$ cat src/rtl/gshare_branch_unit_pkg.sv
// gshare_branch_unit_pkg: shared branch opcodes, 2-bit counter encodings and counter update helper
package gshare_branch_unit_pkg;

    localparam logic [7:0] EXE_BEQ_OP    = 8'h10;
    localparam logic [7:0] EXE_BNE_OP    = 8'h11;
    localparam logic [7:0] EXE_BLEZ_OP   = 8'h12;
    localparam logic [7:0] EXE_BGTZ_OP   = 8'h13;
    localparam logic [7:0] EXE_BLTZ_OP   = 8'h14;
    localparam logic [7:0] EXE_BGEZ_OP   = 8'h15;
    localparam logic [7:0] EXE_BLTZAL_OP = 8'h16;
    localparam logic [7:0] EXE_BGEZAL_OP = 8'h17;

    typedef enum logic [1:0] {
        SNT = 2'b00,
        WNT = 2'b01,
        WT  = 2'b10,
        ST  = 2'b11
    } ctr_e;

    function automatic logic [1:0] ctr_next(input logic [1:0] c, input logic taken);
        return taken ? ((c == ST) ? ST : c + 2'd1) : ((c == SNT) ? SNT : c - 2'd1);
    endfunction

endpackage

$ cat src/rtl/gshare_branch_unit_cond.sv
// branch_cond_eval: decodes a branch opcode and evaluates its condition on the forwarded operands
module branch_cond_eval
    import gshare_branch_unit_pkg::*;
#(
    parameter int DATA_W = 32
) (
    input  logic [7:0]        ctrl_i,
    input  logic [DATA_W-1:0] srca_i,
    input  logic [DATA_W-1:0] srcb_i,
    output logic              is_branch_o,
    output logic              take_o
);

    logic neg, zero;

    assign neg  = srca_i[DATA_W-1];
    assign zero = ~|srca_i;

    always_comb begin
        is_branch_o = 1'b1;
        take_o      = 1'b0;
        case (ctrl_i)
            EXE_BEQ_OP:                  take_o = srca_i == srcb_i;
            EXE_BNE_OP:                  take_o = srca_i != srcb_i;
            EXE_BGTZ_OP:                 take_o = !neg && !zero;
            EXE_BLEZ_OP:                 take_o = neg || zero;
            EXE_BLTZ_OP, EXE_BLTZAL_OP:  take_o = neg;
            EXE_BGEZ_OP, EXE_BGEZAL_OP:  take_o = !neg;
            default:                     is_branch_o = 1'b0;
        endcase
    end

endmodule

$ cat src/rtl/gshare_branch_unit.sv
// gshare_branch_unit: gshare direction predictor with speculative GHR, branch resolve and statistics
module gshare_branch_unit
    import gshare_branch_unit_pkg::*;
#(
    parameter int PHT_IDX_W = 10,
    parameter int GHR_W     = 8,
    parameter int DATA_W    = 32
) (
    input  logic                 clk,
    input  logic                 rst,
    input  logic                 stall_i,
    input  logic                 pred_valid_i,
    input  logic [DATA_W-1:0]    pred_pc_i,
    output logic                 pred_take_o,
    output logic [GHR_W-1:0]     pred_ghr_o,
    output logic [PHT_IDX_W-1:0] pred_idx_o,
    input  logic                 res_valid_i,
    input  logic [7:0]           res_ctrl_i,
    input  logic [DATA_W-1:0]    res_srca_i,
    input  logic [DATA_W-1:0]    res_srcb_i,
    input  logic                 res_pred_take_i,
    input  logic [GHR_W-1:0]     res_ghr_i,
    input  logic [PHT_IDX_W-1:0] res_idx_i,
    input  logic [DATA_W-1:0]    res_target_i,
    input  logic [DATA_W-1:0]    res_pc_plus8_i,
    output logic                 branch_take_o,
    output logic                 mispredict_o,
    output logic [DATA_W-1:0]    redirect_pc_o,
    output logic [31:0]          stat_branches_o,
    output logic [31:0]          stat_mispred_o
);

    localparam int PHT_DEPTH = 1 << PHT_IDX_W;

    logic [1:0]       pht_q [PHT_DEPTH];
    logic [GHR_W-1:0] ghr_q, ghr_d;
    logic [31:0]      stat_br_q, stat_br_d, stat_mis_q, stat_mis_d;
    logic             is_branch, res_ok, unused_pc;

    branch_cond_eval #(.DATA_W(DATA_W)) u_cond (
        .ctrl_i      (res_ctrl_i),
        .srca_i      (res_srca_i),
        .srcb_i      (res_srcb_i),
        .is_branch_o (is_branch),
        .take_o      (branch_take_o)
    );

    assign unused_pc       = ^{pred_pc_i[DATA_W-1:PHT_IDX_W+2], pred_pc_i[1:0]};
    assign res_ok          = res_valid_i & is_branch;
    assign pred_idx_o      = pred_pc_i[PHT_IDX_W+1:2] ^ PHT_IDX_W'(ghr_q);
    assign pred_take_o     = pred_valid_i & pht_q[pred_idx_o][1];
    assign pred_ghr_o      = ghr_q;
    assign mispredict_o    = res_ok & (branch_take_o ^ res_pred_take_i);
    assign redirect_pc_o   = branch_take_o ? res_target_i : res_pc_plus8_i;
    assign stat_branches_o = stat_br_q;
    assign stat_mispred_o  = stat_mis_q;

    // Truncating {history, bit} to GHR_W drops the oldest bit, which also covers GHR_W=1
    always_comb begin
        ghr_d      = mispredict_o ? GHR_W'({res_ghr_i, branch_take_o})
                   : (pred_valid_i && !stall_i) ? GHR_W'({ghr_q, pred_take_o}) : ghr_q;
        stat_br_d  = stat_br_q + 32'(res_ok && stat_br_q != '1);
        stat_mis_d = stat_mis_q + 32'(mispredict_o && stat_mis_q != '1);
    end

    always_ff @(posedge clk) begin
        if (rst) begin
            for (int i = 0; i < PHT_DEPTH; i++) pht_q[i] <= WNT;
            ghr_q      <= '0;
            stat_br_q  <= '0;
            stat_mis_q <= '0;
        end else begin
            if (res_ok) pht_q[res_idx_i] <= ctr_next(pht_q[res_idx_i], branch_take_o);
            ghr_q      <= ghr_d;
            stat_br_q  <= stat_br_d;
            stat_mis_q <= stat_mis_d;
        end
    end

endmodule

$ cat config.mk
export PLATFORM = sky130hd
export DESIGN_NAME = gshare_branch_unit
export DESIGN_NICKNAME = d
export VERILOG_FILES = /design/src/rtl/gshare_branch_unit_pkg.sv /design/src/rtl/gshare_branch_unit_cond.sv /design/src/rtl/gshare_branch_unit.sv
export SDC_FILE = /design/constraint.sdc
export NUM_CORES = 2
export LEC_CHECK = 0
export ABC_AREA = 1
export BUFFER_PORTS_ARGS = -buffer_cell sky130_fd_sc_hd__buf_2
export CAP_MARGIN = 25
export CORE_MARGIN = 2
export CORE_UTILIZATION = 28
export DETAILED_ROUTE_END_ITERATION = 10
export PLACE_DENSITY_LB_ADDON = 0.12
export SETUP_SLACK_MARGIN = 0.1
export SLEW_MARGIN = 30
export SYNTH_ARGS = -nofsm -noshare
export SYNTH_HDL_FRONTEND = slang
export SYNTH_HIERARCHICAL = 1
export SYNTH_SLANG_ARGS = --single-unit
export TNS_END_PERCENT = 100
$ cat constraint.sdc
create_clock -name clk -period 11.7 [get_ports clk]
set_clock_uncertainty 0.15 [all_clocks]
set_input_delay 2.925 -clock clk [delete_from_list [all_inputs] [get_ports clk]]
set_output_delay 2.925 -clock clk [all_outputs]
set_load 0.1 [all_outputs]
# --- Yosys cells after proc, flatten, opt, wreduce, memory -nomap -nowiden ---
# Memories as Yosys holds them, arrays and structs flattened.
# Cells that the tools add are included.
# W data, S select, Z words.
op_classes:
  n_eq_ne: 13
  n_reduce_logical: 15
  n_lt_le_gt_ge: 0
  div_mod_pow: 0
  multipliers: 0
  muxes: 16
  n_addsub: 4
  shift: 0
  bitwise_logic: 5
op_table:
  columns: ["cell", "count"]
  rows:
  - ["$add A32 B1 Y32", 2]
  - ["$eq A8 B5 Y1 const B", 8]
  - ["$ne A32 B32 Y1 const B", 2]
  - ["$eq A32 B32 Y1", 1]
  - ["$mux W32", 1]
  - ["$ne A32 B32 Y1", 1]
  - ["$reduce_or A32 Y1", 1]
  - ["$mux W8", 2]
  - ["$mux W10", 1]
  - ["$xor A10 B8 Y10", 1]
  - ["$mux W2", 4]
  - ["$reduce_or A8 Y1", 1]
  - ["$mux W1", 7]
  - ["$pmux W1 S6", 1]
  - ["$reduce_or A2 Y1", 3]
  - ["$logic_and A1 B1 Y1", 4]
  - ["$and A1 B1 Y1", 3]
  - ["$logic_not A1 Y1", 3]
  - ["$add A2 B1 Y2 const B", 1]
  - ["$eq A2 B2 Y1 const B", 1]
  - ["$logic_not A2 Y1", 1]
  - ["$reduce_bool A2 Y1", 1]
  - ["$sub A2 B1 Y2 const B", 1]
  - ["$logic_or A1 B1 Y1", 1]
  - ["$xor A1 B1 Y1", 1]
word_totals:
  latchBits: 0
  wordCells: 57
  ramBits: 2048
  mem_count: 1
  romBits: 0
  reg_bits: 72
  output_inout_bits: 117
memory_table:
  columns: ["memory", "words", "width", "read_ports", "rd_clocked_by_memory_dff", "wr", "line_no", "source"]
  rows:
  - ["pht_q", 1024, 2, 2, 0, 1024, "gshare_branch_unit.sv:35", "logic [1:0] pht_q [PHT_DEPTH];"]

# --- Logic depth before layout (Yosys ltp) ---
depth:
  depth_word: 9
  ltp_mapped: 38

# --- Modules after synthesis ---
# Netlist, hierarchy kept.
modules_own_cells:
  columns: ["module", "instances", "seq_area_each_um2", "cells_per_inst", "area_per_inst_um2"]
  rows:
  - ["gshare_branch_unit", 1, 62940.4, 13268, 113403.8]
  - ["branch_cond_eval", 1, 0.0, 133, 661.9]

# --- Worst setup path after synthesis ---
# No wires, ideal clock.
synth_path:
  path_kind: "input to output"
  start: "input port pred_pc_i[2]"
  end: "output port pred_take_o"
  path_slack_ns: 1.831
  cell_stages: 17
  required_ns: 8.625
  arrival_time_ns: 6.794
  cell_sequence: "inv_1 > nand2_1 > nand2_1 > clkbuf_1 > clkbuf_1 > nand2_1 > nand3_1 > nand3_1 > nand3_1 > nand3_1 > nand3_1 > nand3_1 > nand3_1 > nand3_1 > nand3_1 > nand2_1 > nor2_1"
synth_via:
  elab_chain_cells: 3
synth_lines:
  columns: ["item", "line_no", "source"]
  rows:
  - ["start: declaration", "gshare_branch_unit.sv:13", "input logic [DATA_W-1:0] pred_pc_i,"]
  - ["$xor A10 B8 Y10", "gshare_branch_unit.sv:50", "assign pred_idx_o = pred_pc_i[PHT_IDX_W+1:2] ^ PHT_IDX_W'(ghr_q);"]
  - ["named net pred_idx_o[0]", "gshare_branch_unit.sv:16", "output logic [PHT_IDX_W-1:0] pred_idx_o,"]
  - ["$mem_v2 Z1024 W2", null, null]
  - ["$and A1 B1 Y1", "gshare_branch_unit.sv:51", "assign pred_take_o = pred_valid_i & pht_q[pred_idx_o][1];"]
  - ["end: declaration", "gshare_branch_unit.sv:14", "output logic pred_take_o,"]
# The timed path passes the listed nets, and every way through them passes these cells.

# --- Worst setup path after layout ---
layout_path:
  start: "input port pred_pc_i[5]"
  end: "output port pred_take_o"
layout_via:
  elab_chain_cells: 3
layout_lines:
  columns: ["item", "line_no"]
  rows:
  - ["$xor A10 B8 Y10", "gshare_branch_unit.sv:50"]
  - ["$mem_v2 Z1024 W2", null]
  - ["$and A1 B1 Y1", "gshare_branch_unit.sv:51"]
# Every way passes these cells.

==> reports/metrics.csv <==
metric,value,unit
fin nets,13330,
status,"finished, final reports clean",
first-pass GRT wire length,705.2,mm
cell depth of the worst flop-to-flop path,13,
die width,642.3,um
cts hold-fix bufs,0,
setup TNS,0,ns
setup violators final,0,
Finished Layout Cells,18770,
"Setup Fix Bufs, Post-CTS",0,
ratio of cells with drive above 1 in the final layout,8.233,%
Final min period,10.23,ns
Post-CTS Resized,0,
Final Hold Vio Count,0,
dpl hpwl,286.7,mm
TritonCTS clock tree,built,
vias in the first global route,95980,
"Cell Area, Synth",0.1141,sq mm
hold depth,2,
Critical Path AT,7.16,ns
TritonRoute pass-1 iters,6,
sequential share of the synthesized area,55.18,%
CTS Buffer Depth,4,
clock sink count,2120,
clk_lat worst skew,0.93,ns
RSZ-0062 raised after global routing,no,
CTS buffer count,269,
cell taking the most area after synthesis,edfxtp_1,
CP required,8.63,ns
Cell Rows,234,
core area,0.4058,sq mm
warnings from Yosys,6,
via count,98490,
die height,642.3,um
RR Startpoint,pht_q[624][1],
initial antenna violation count,42,
Total Routed Length,499.6,mm
crit path to,pred_take_o,
Clock Pin Slew Worst Setup and Hold Paths,0.06,ns
most frequent cells in the layout,"nand2_1 (2,422), nor2_1 (2,354), nand3_1 (2,079), edfxtp_1 (2,048), inv_1 (1,206)",
Total Routing Usage GR,23.41,%
CP startpoint,pred_pc_i[5],
synth unique cells,40,
largest net degree at the start of global routing,171,
Vias/cell,5.247,
Peak supply drop,110.5,uV
Tcrit/Tclk final,87.47,%
DRT antenna net count,0,
Die Footprint,0.4125,sq mm
H-tree depth,5,
"most common cell after layout, fill and taps aside",nand2_1,
CP max FO,20,
achievable clock frequency,97.72,MHz
Top Ports,309,
buffers added on ports,285,
syn nets,13600,
r2r setup slk,6.14,ns
Max Slew Vio Count,0,
worst hold-check path type,flop to flop,
Setup CP Type,input pin to output pin,
CP startpoint kind,input pin,
Worst Max-Slew Pin Slew,1.060,ns
clock tree root buffer cell,clkbuf_16,
GRT overflow,0,
hold wc startpoint,stat_mispred_o[23],
end-of-flow core utilization,31.93,%
Synth-to-Final Area Change,13.58,%
syn avg cell area,8.512,sq um
gpl congestion,0.8074,
Initial Util,28.11,%
1st-iter DRT viols,10750,
Power Dens Cells,146.2,mW/mm^2
largest cells by area after synthesis,"edfxtp_1 (54%), nand3_1 (9.1%), nand2_1 (8.0%)",
Filler cells,42450,
Hold Slack,0.3246,ns
r2r endpoint,pht_q[845][0],
Max Cap Violations,0,
placed instance count,18290,
#FFs+latches synth,2120,
Worst setup EP type,output pin,
DR WL/cell,26.61,um
post-synthesis cell count,13400,
area share of the largest cell type after synthesis,53.92,%
Max-slew headroom,29.36,%
drt drc,0,
P_leak,0.04126,uW
worst min-delay path by stage:
stage                               to
floorplan           stat_mispred_o[23]
global placement    stat_mispred_o[23]
detailed placement  stat_mispred_o[23]
CTS                 stat_mispred_o[23]
global route        stat_mispred_o[23]
finish              stat_mispred_o[23]
cells in the mapped netlist, drive strengths merged:
| cell | number |
|---|---|
| nor4 | 9 |
| xor2 | 3 |
| nand3b | 2 |
| a211oi | 4 |
| or2 | 196 |
| a22oi | 1021 |
| nor3 | 80 |
| nand3 | 2079 |
| o21ai | 35 |
| nor3b | 2 |
| nand2 | 2434 |
| o21a | 6 |
| inv | 1245 |
| dfxtp | 72 |
| edfxtp | 2048 |
| a31oi | 10 |
| ha | 5 |
| nor2 | 2361 |
| or4 | 1 |
| clkbuf | 691 |
| o211ai | 2 |
| clkinv | 23 |
| nand4 | 20 |
| a221oi | 1 |
| o221ai | 2 |
| buf | 454 |
| and2 | 1 |
| a21oi | 559 |
| xnor2 | 35 |
sequential cells by signal (all words and copies together), names as in the netlist:
name	flops
stat_branches_o	32
pht_q	2048
stat_mispred_o	32
pred_ghr_o	8
stage by stage:
stage / power, uW / worst slack (ns) / cell area [sq um]
global route: 19490 / 1.507 / 129500
finish: 18940 / 1.466 / 129600
floorplan: 9955 / 1.831 / 114100
detailed placement: 10910 / 1.588 / 121200
CTS: 19070 / 1.587 / 129500
global placement: 10920 / 1.467 / 121200
layout make-up:
class	instances	area (sq um)	area share, %
inverter	1268	4871	3.760
multi-input combinational	8868	41700	32.19
sequential	2120	62940	48.58
antenna	9	22.52	0.01738
clock buffer	350	7370	5.689
timing repair buffer	604	4946	3.818
tap	5428	6792	5.242
clock inverter	126	912.1	0.7041
per-layer routing:
layer / part of all wire (%) / track usage, % / wire (um)
met5: 0.0076 / 0 / 38
met4: 3.3 / 7.141 / 16530
met3: 6.8 / 3.314 / 34140
met2: 46 / 38.50 / 230600
met1: 44 / 31.79 / 218300
power by group:
group | leakage (uW) | switching (uW) | total, uW | internal, uW
sequential | 0.0185 | 80.4 | 8520 | 8440
clock | 0.00406 | 3490 | 8160 | 4670
combinational | 0.0187 | 1730 | 2260 | 531
worst max-delay path: stages:
cell	delay (ns)
buf_2	0.13
xnor2_2	0.60
buf_4	0.53
buf_4	0.63
nand3_1	0.17
nand3_1	0.12
nand3_1	0.07
nand3_1	0.34
nand3_1	0.25
nand3_1	0.29
nand3_1	0.43
nand2_1	0.23
nor2_1	0.05
buf_2	0.29
cells by family (layout without fill, tap and decap cells):
logic type                 Yosys count  after routing  share of synthesized area (%)
and+or+nand+nor                   7185           7185                          26.55
DFF                               2120           2120                          55.18
adders and majority gates            5              5                        0.05485
AOI/OAI and AO/OA                 1640           1640                          9.483
xor gates and xnor gates            38             38                         0.2918
buffers and inverters             2413           2348                          8.444
other                                0              9                              0
Note: power is estimated with default switching activity, not from simulation.
